$ cat src/rtl/product_accumulator.sv
// product_accumulator
// Sums each group of COUNT consecutive accepted products into one result and
// presents it on a valid/ready output backed by a single pending buffer.
// Beats that arrive while the pending buffer is occupied are dropped, and the
// sticky overrun flag records the drop.
// Optional: define PRODUCT_ACC_SATURATE_EN to make every addition clamp at
// all-ones instead of wrapping modulo 2^ACC_WIDTH.
module product_accumulator #(
    parameter int unsigned WIDTH     = 8,
    parameter int unsigned COUNT     = 4,
    parameter int unsigned ACC_WIDTH = 18
) (
    input  logic                   clk,
    input  logic                   reset,
    input  logic                   in_valid,
    input  logic [2*WIDTH-1:0]     in_product,
    output logic                   in_ready,
    input  logic                   clear,
    output logic                   out_valid,
    input  logic                   out_ready,
    output logic [ACC_WIDTH-1:0]   out_sum,
    output logic                   overrun
);

    localparam int unsigned CNT_W = (COUNT > 1) ? $clog2(COUNT) : 1;

    logic [ACC_WIDTH-1:0] acc;
    logic [CNT_W-1:0]     cnt;
    logic [ACC_WIDTH-1:0] pend_sum;
    logic                 pend;

    logic                 accept;
    logic                 final_beat;
    logic                 slot_free;
    logic                 xfer;
    logic [ACC_WIDTH-1:0] sum_next;

    // Accumulator plus zero-extended product, wrapping or clamping.
    function automatic logic [ACC_WIDTH-1:0] acc_add(
        input logic [ACC_WIDTH-1:0] a,
        input logic [2*WIDTH-1:0]   b
    );
`ifdef PRODUCT_ACC_SATURATE_EN
        logic [ACC_WIDTH:0] s;
        s = {1'b0, a} + (ACC_WIDTH+1)'(b);
        return s[ACC_WIDTH] ? '1 : s[ACC_WIDTH-1:0];
`else
        return a + ACC_WIDTH'(b);
`endif
    endfunction

    // Accept / handshake qualifiers derived from current register state.
    always_comb begin
        in_ready   = !pend;
        accept     = in_valid && !pend && !clear;
        final_beat = accept && (cnt == CNT_W'(COUNT - 1));
        slot_free  = !out_valid || out_ready;
        xfer       = out_valid && out_ready;
        sum_next   = acc_add(acc, in_product);
    end

    // Group accumulator and beat counter; clear wins over accept.
    always_ff @(posedge clk) begin
        if (reset) begin
            acc <= '0;
            cnt <= '0;
        end else if (clear) begin
            acc <= '0;
            cnt <= '0;
        end else if (accept) begin
            if (final_beat) begin
                acc <= '0;
                cnt <= '0;
            end else begin
                acc <= sum_next;
                cnt <= cnt + CNT_W'(1);
            end
        end
    end

    // Output slot and pending buffer. A final beat can only be accepted with
    // pend=0, so a new result and a pend drain never collide.
    always_ff @(posedge clk) begin
        if (reset) begin
            out_sum   <= '0;
            out_valid <= 1'b0;
            pend_sum  <= '0;
            pend      <= 1'b0;
        end else if (final_beat) begin
            if (slot_free) begin
                out_sum   <= sum_next;
                out_valid <= 1'b1;
            end else begin
                pend_sum  <= sum_next;
                pend      <= 1'b1;
            end
        end else if (xfer) begin
            if (pend) begin
                out_sum <= pend_sum;
                pend    <= 1'b0;
            end else begin
                out_valid <= 1'b0;
            end
        end
    end

    // Sticky drop flag: a beat offered while stalled (and not cleared).
    always_ff @(posedge clk) begin
        if (reset) begin
            overrun <= 1'b0;
        end else if (in_valid && pend && !clear) begin
            overrun <= 1'b1;
        end
    end

endmodule

$ cat config.mk
export PLATFORM = sky130hd
export DESIGN_NAME = product_accumulator
export DESIGN_NICKNAME = d
export VERILOG_FILES = /design/src/rtl/product_accumulator.sv
export SDC_FILE = /design/constraint.sdc
export NUM_CORES = 1
export LEC_CHECK = 0
export ABC_CLOCK_PERIOD_IN_PS = 2300
export CORE_UTILIZATION = 40
export CTS_CLUSTER_DIAMETER = 150
export DETAILED_ROUTE_END_ITERATION = 12
export PLACE_DENSITY = 0.68
export SETUP_SLACK_MARGIN = 0.2
export SYNTH_ARGS = -nofsm -noshare
export SYNTH_HDL_FRONTEND = slang
export SYNTH_SLANG_ARGS = --single-unit
$ cat constraint.sdc
create_clock -name clk -period 2.3 [get_ports clk]
set_clock_uncertainty 0.05 [all_clocks]
set_input_delay 0.46 -clock clk [delete_from_list [all_inputs] [get_ports clk]]
set_output_delay 0.46 -clock clk [all_outputs]
set_load 0.005 [all_outputs]
==> Yosys cells after proc, flatten, opt, wreduce, memory -nomap -nowiden <==
Index checks and enable logic that the tools add are counted.
{ "word_totals": {"register_bits": 59, "inputBits": 21, "wordCells": 44} }
{ "classes": {"bitwise_logic": 1, "n_eq_ne": 4, "n_reduce_logical": 17, "n_addsub": 2, "muxes": 13} }
{ "op_table": {"columns": ["operator", "n"], "rows": [
  ["$mux 18", 5],
  ["$add 18x16->18", 1],
  ["$mux 1", 7],
  ["$logic_and 1x1->1", 6],
  ["$reduce_and 3->1", 2],
  ["$ne 2x1->1 const B", 2],
  ["$reduce_and 2->1", 2],
  ["$reduce_bool 2->1", 2],
  ["$logic_not 1->1", 3],
  ["$add 2x1->2 const B", 1],
  ["$eq 2x2->1 const B", 1],
  ["$mux 2", 1],
  ["$ne 2x2->1 const B", 1],
  ["$reduce_or 2->1", 1],
  ["$logic_or 1x1->1", 1],
  ["$not 1->1", 1]
]} }

==> Depth between registers and ports, before layout <==
{ "depth": {"ltp_word": 6, "mapped_depth": 9} }

==> Worst setup path before layout <==
OpenSTA, ideal clock, no wires.
{ "synth_timing": {"kind": "input port to flip-flop", "from": "input in_product[0]", "to": "register pend_sum[16]", "arrival_ps": 2228, "path_stages": 9, "path_slack_ps": -100, "n_path_buf": 0, "setup_time_ps": 122, "path_cell_list": "ha_1 inv_1 fa_1 nand2b_1 a21o_1 a31o_2 o21ai_2 a21oi_1 a311o_1"} }
{ "synth_between": {"elab_chain_cells": 1} }
{ "synth_lines": {"columns": ["item", "line_no", "source"], "rows": [
  ["from (decl)", "16", "input logic [2*WIDTH-1:0] in_product,"],
  ["$add 18x16->18", "48", "return a + ACC_WIDTH'(b);"],
  ["to (signal assigned)", "94", "pend_sum <= sum_next;"],
  ["to (decl)", "29", "logic [ACC_WIDTH-1:0] pend_sum;"]
]} }
No other way between the ends.
A chain may end at the register's enable or synchronous reset.

==> Final worst setup path <==
{ "layout_timing": {"from": "register acc[0]", "to": "register out_sum[8]"} }
{ "layout_between": {"elab_chain_cells": 3} }
{ "layout_lines": {"columns": ["item", "line_no", "source"], "rows": [
  ["from (decl)", "27", "logic [ACC_WIDTH-1:0] acc;"],
  ["from (signal assigned)", "75", "acc <= sum_next;"],
  ["$add 18x16->18", "48", null],
  ["$mux 18", "90", "if (slot_free) begin"],
  ["$mux 18", "89", "end else if (final_beat) begin"],
  ["to (signal assigned)", "91", "out_sum <= sum_next;"],
  ["to (signal assigned)", "99", "out_sum <= pend_sum;"],
  ["to (decl)", "21", "output logic [ACC_WIDTH-1:0] out_sum,"]
]} }
No other way between the ends. The select of a mux whose other input is x is not followed.

==> summary.md <==
| Metric | Value |
|---|---|
| Post-synthesis sequential area ratio | 35.92% |
| H-tree depth | 3 |
| Req. time, crit path | ~2.5 ns |
| Final Hold Violating Endpoints | 0 |
| Die height | 92.67 um |
| CP Class | register to register |
| Starting density of the core | between 40% and 50% |
| Post-route insts no fill | 618 |
| Area delta synth->final | 48.82% |
| Filler Cell Count | between 600 and 700 |
| DP Cell Count | 597 |
| Gpl congestion | 0.8576 |
| Placed inst area | around 0.0043 mm2 |
| GR met1 Demand/Resource | 31.93% |
| I/O pin count | 42 |
| Post-Synth Simple-Gate Area | 22.34% |
| Hold buffer count at CTS | 0 |
| Largest net degree at the start of global routing | 23 |
| Mean post-synth cell area | 8.139 um2 |
| Fin crit period | 2.210 ns |
| RR Endpoint | out_sum[8] |
| Fin crit share | about 96% |
| Vias per cell | around 5.5 |
| Multi-input gate area | 0.002326 mm2 |
| Initial antenna violation count | 0 |
| Clock share of power | 39.4% |
| Yosys top cell area share | 35.92% |
| Die area | 0.008587 mm2 |
| Met3 usage | around 4.2% |
| Synth unique cells | 63 |
| Largest area contributor in the netlist | dfxtp_1 |
| Width of the die | between 90 and 100 um |
| Pwr dens | between 500 and 600 mW/mm2 |
| Most Used Layer, Global Route | met2 |
| Flop pwr share | between 40% and 50% |
| Sink Count | a little under 60 |
| Clock transition at path regs | approximately 0.08 ns |
| End-of-flow core utilization | 62.36% |
| Origin of the critical flop-to-flop path | acc[0] |
| Max Fanout on Critical Path | 5 |
| RSZ-0062 raised after global routing | true |
| Number of diodes | 0 |
| Hold depth | 2 |
| Hold WS | 0.4052 ns |
| Achievable Freq | 452.4 MHz |
| Post-route antenna net violation count | 0 |
| Final HPWL DP | roughly 7000 um |
| Synth warn | 0 |
| Commonest non-fill, non-tap cell in the layout | buf_4 |
| Syn_nets | 443 |
| Maximum vdd ir drop | around 0.28 mV |
| Root Buffer | clkbuf_8 |
| Vias in the first global route | 3,288 |
| Final setup viols | 0 |
| Routed WL | 10,060 um |
| Number of max-cap violations | 0 |
| DR WL/cell | 16.28 um |
| Post-route cell area | slightly below 0.005 mm2 |
| Synth Flop Type | dfxtp_1 |
| Critical Path Max Stage Delay | 0.36 ns |
| P_sw | 0.0007246 W |
| Post-Synth XOR/XNOR Area | roughly 2.7% |
| CORE AREA | 0.007848 mm2 |
| Register area | 0.001184 mm2 |
| DR DRC count | 0 |
| Max-slew violations | 0 |
| Worst slew pin tran | approximately 0.62 ns |
| CP max stage cell | dfxtp_2 |
| Pint | about 0.0018 W |
| Worst skew pair latency | 0.34 ns |
| Ranking of synthesized cells by area | dfxtp_1, a21oi_1, ha_1 |
| Leakage | 1.990 nW |
| Synth Instances | 404 |
| Num CTS Buffers | 9 |
| Grt total ovfl | 0 |
| Initial DRC Count | between 100 and 150 |
| TritonRoute pass-1 iters | 4 |
| Hold Path End | out_sum[1] |
| Status | finished, final reports clean |
| First-pass GRT wire length | 15,890 um |
| Crit. End Element | register |
| Via count | 3,376 |
| All-Layer GR Usage | 23.65% |
| Combinational Power Share | 19.1% |
| HP Class | register to register |
| Startpoint Class | register |
| CP arrival | approximately 2.4 ns |
| EDFF count, synth | 0 |
| Compound-gate portion of the synthesized area | 26.94% |
| Grt met2 use | roughly two fifths |
| Proportion of synthesized area in mux cells | 0.6088% |
| R2R setup slack | 0.09 ns |
| Worst Hold Launch | out_sum[1] |
| Final net count | 550 |
| Setup tns final | 0 ns |
| Clock tree buffer depth | 2 |
| Largest family of logic cells by synthesized area | compound AO/OA/AOI/OAI gates |
| Crit-path cells | ha_4 -> inv_2 -> fa_2 -> nand2b_4 -> a21o_1 -> a31o_4 -> xnor2_2 -> nand2_1 -> a211oi_1 |
| R2R cell count | 9 |
| Port Buffer Count | 41 |
| Most frequent cells in the layout | buf_4, dfxtp_1, nand2_1 |
| Yosys reg bits | 59 |
| Switching power share of the total | 28.60% |
| Row count | 32 |
| TritonCTS clock tree | done |
| Synth Cell Area | ~0.0033 mm2 |
| Synthesized-area fraction occupied by adder cells | 7.078% |
| Slew HR | 58.01% |
| Fraction of layout cells with a size suffix above 1 | between 30% and 40% |
| FFs w/ async S/R, synth | 0% |
==> power by group through the flow <==
stage / sequential (W) / clock [W] / combinational [W]
floorplan: 0.00106 / 0 / 0.000223
global placement: 0.00107 / 0 / 0.000398
detailed placement: 0.00107 / 0 / 0.000406
CTS: 0.00105 / 0.000996 / 0.000428
global route: 0.00105 / 0.00105 / 0.000523
finish: 0.00105 / 0.000999 / 0.000484
==> layout make-up <==
type | count | area share [%]
tap | 102 | 2.608
inverter | 11 | 0.8438
sequential | 59 | 24.19
clock buffer | 10 | 2.813
timing repair buffer | 118 | 20.69
clock inverter | 6 | 1.330
multi-input combinational | 312 | 47.53
==> cells by family after synthesis <==
| logic type | Yosys count |
|---|---|
| xor gates and xnor gates | 10 |
| AOI/OAI and AO/OA | 132 |
| adders and majority gates | 18 |
| muxes | 2 |
| DFF | 59 |
| and+or+nand+nor | 150 |
| buffers and inverters | 33 |
==> worst max-delay path: cells and delay by family, from the launching register on <==
kind | cells | cell delay [ns]
adders and majority gates | 2 | 0.49
DFF | 1 | 0.36
and+or+nand+nor | 2 | 0.24
AOI/OAI and AO/OA | 3 | 0.73
xor gates and xnor gates | 1 | 0.19
buffers and inverters | 1 | 0.04
==> through the flow <==
stage | power (W) | worst slack, ns
after global routing | 0.002629 | -0.007749
after global placement | 0.001468 | -0.5318
after detailed placement | 0.001477 | -0.5552
final | 0.002533 | 0.08953
after CTS | 0.002472 | 0.08123
after floorplan | 0.001287 | 0.08831
==> state kept, by name (all words and copies together) (netlist names) <==
register   cells
acc           18
cnt            2
out_sum       18
out_valid      1
overrun        1
pend           1
pend_sum      18
==> how the worst max path moves through the flow <==
| stage | slack [ns] | startpoint | end | depth (start not counted) |
|---|---|---|---|---|
| global route | -0.008 | acc[0] | pend_sum[16] | 9 |
| CTS | 0.08 | acc[0] | pend_sum[16] | 9 |
| global placement | -0.53 | in_product[0] | pend_sum[10] | 11 |
| finish | 0.09 | acc[0] | out_sum[8] | 9 |
| detailed placement | -0.56 | in_product[0] | pend_sum[16] | 10 |
| floorplan | 0.09 | in_product[0] | out_sum[10] | 9 |
==> synth_stat cells, types with 4 or more instances <==
master / instances
dfxtp_1: 59
nand2_1: 54
a21oi_1: 50
nor2_1: 40
ha_1: 17
a211oi_1: 15
inv_1: 11
clkbuf_1: 10
a21o_1: 9
nor3_1: 9
buf_2: 8
a22o_1: 7
nand3_1: 7
xnor2_1: 7
a31oi_1: 6
nand2b_1: 6
o21ai_0: 6
o21ai_1: 6
and3_1: 5
o211ai_1: 5
a22oi_1: 4
and2_1: 4
nand3b_1: 4
nor2b_1: 4
nor3b_1: 4
==> repair_timing <==
action,4_1_cts,5_1_grt
pin swaps,20,19
endpoints found under the setup margin,38,36
setup buffers,1,4
gates resized for setup,25,45
==> routing by layer <==
metal  vias up  wire length (um)  share of wire [%]
li1       1665                 -                  -
met3        18               403                4.0
met4         0               187                1.9
met5         -                 0                  0
met1      1609              4629                 46
met2        84              4842                 48
No activity file was read; power rests on OpenSTA's default activity.
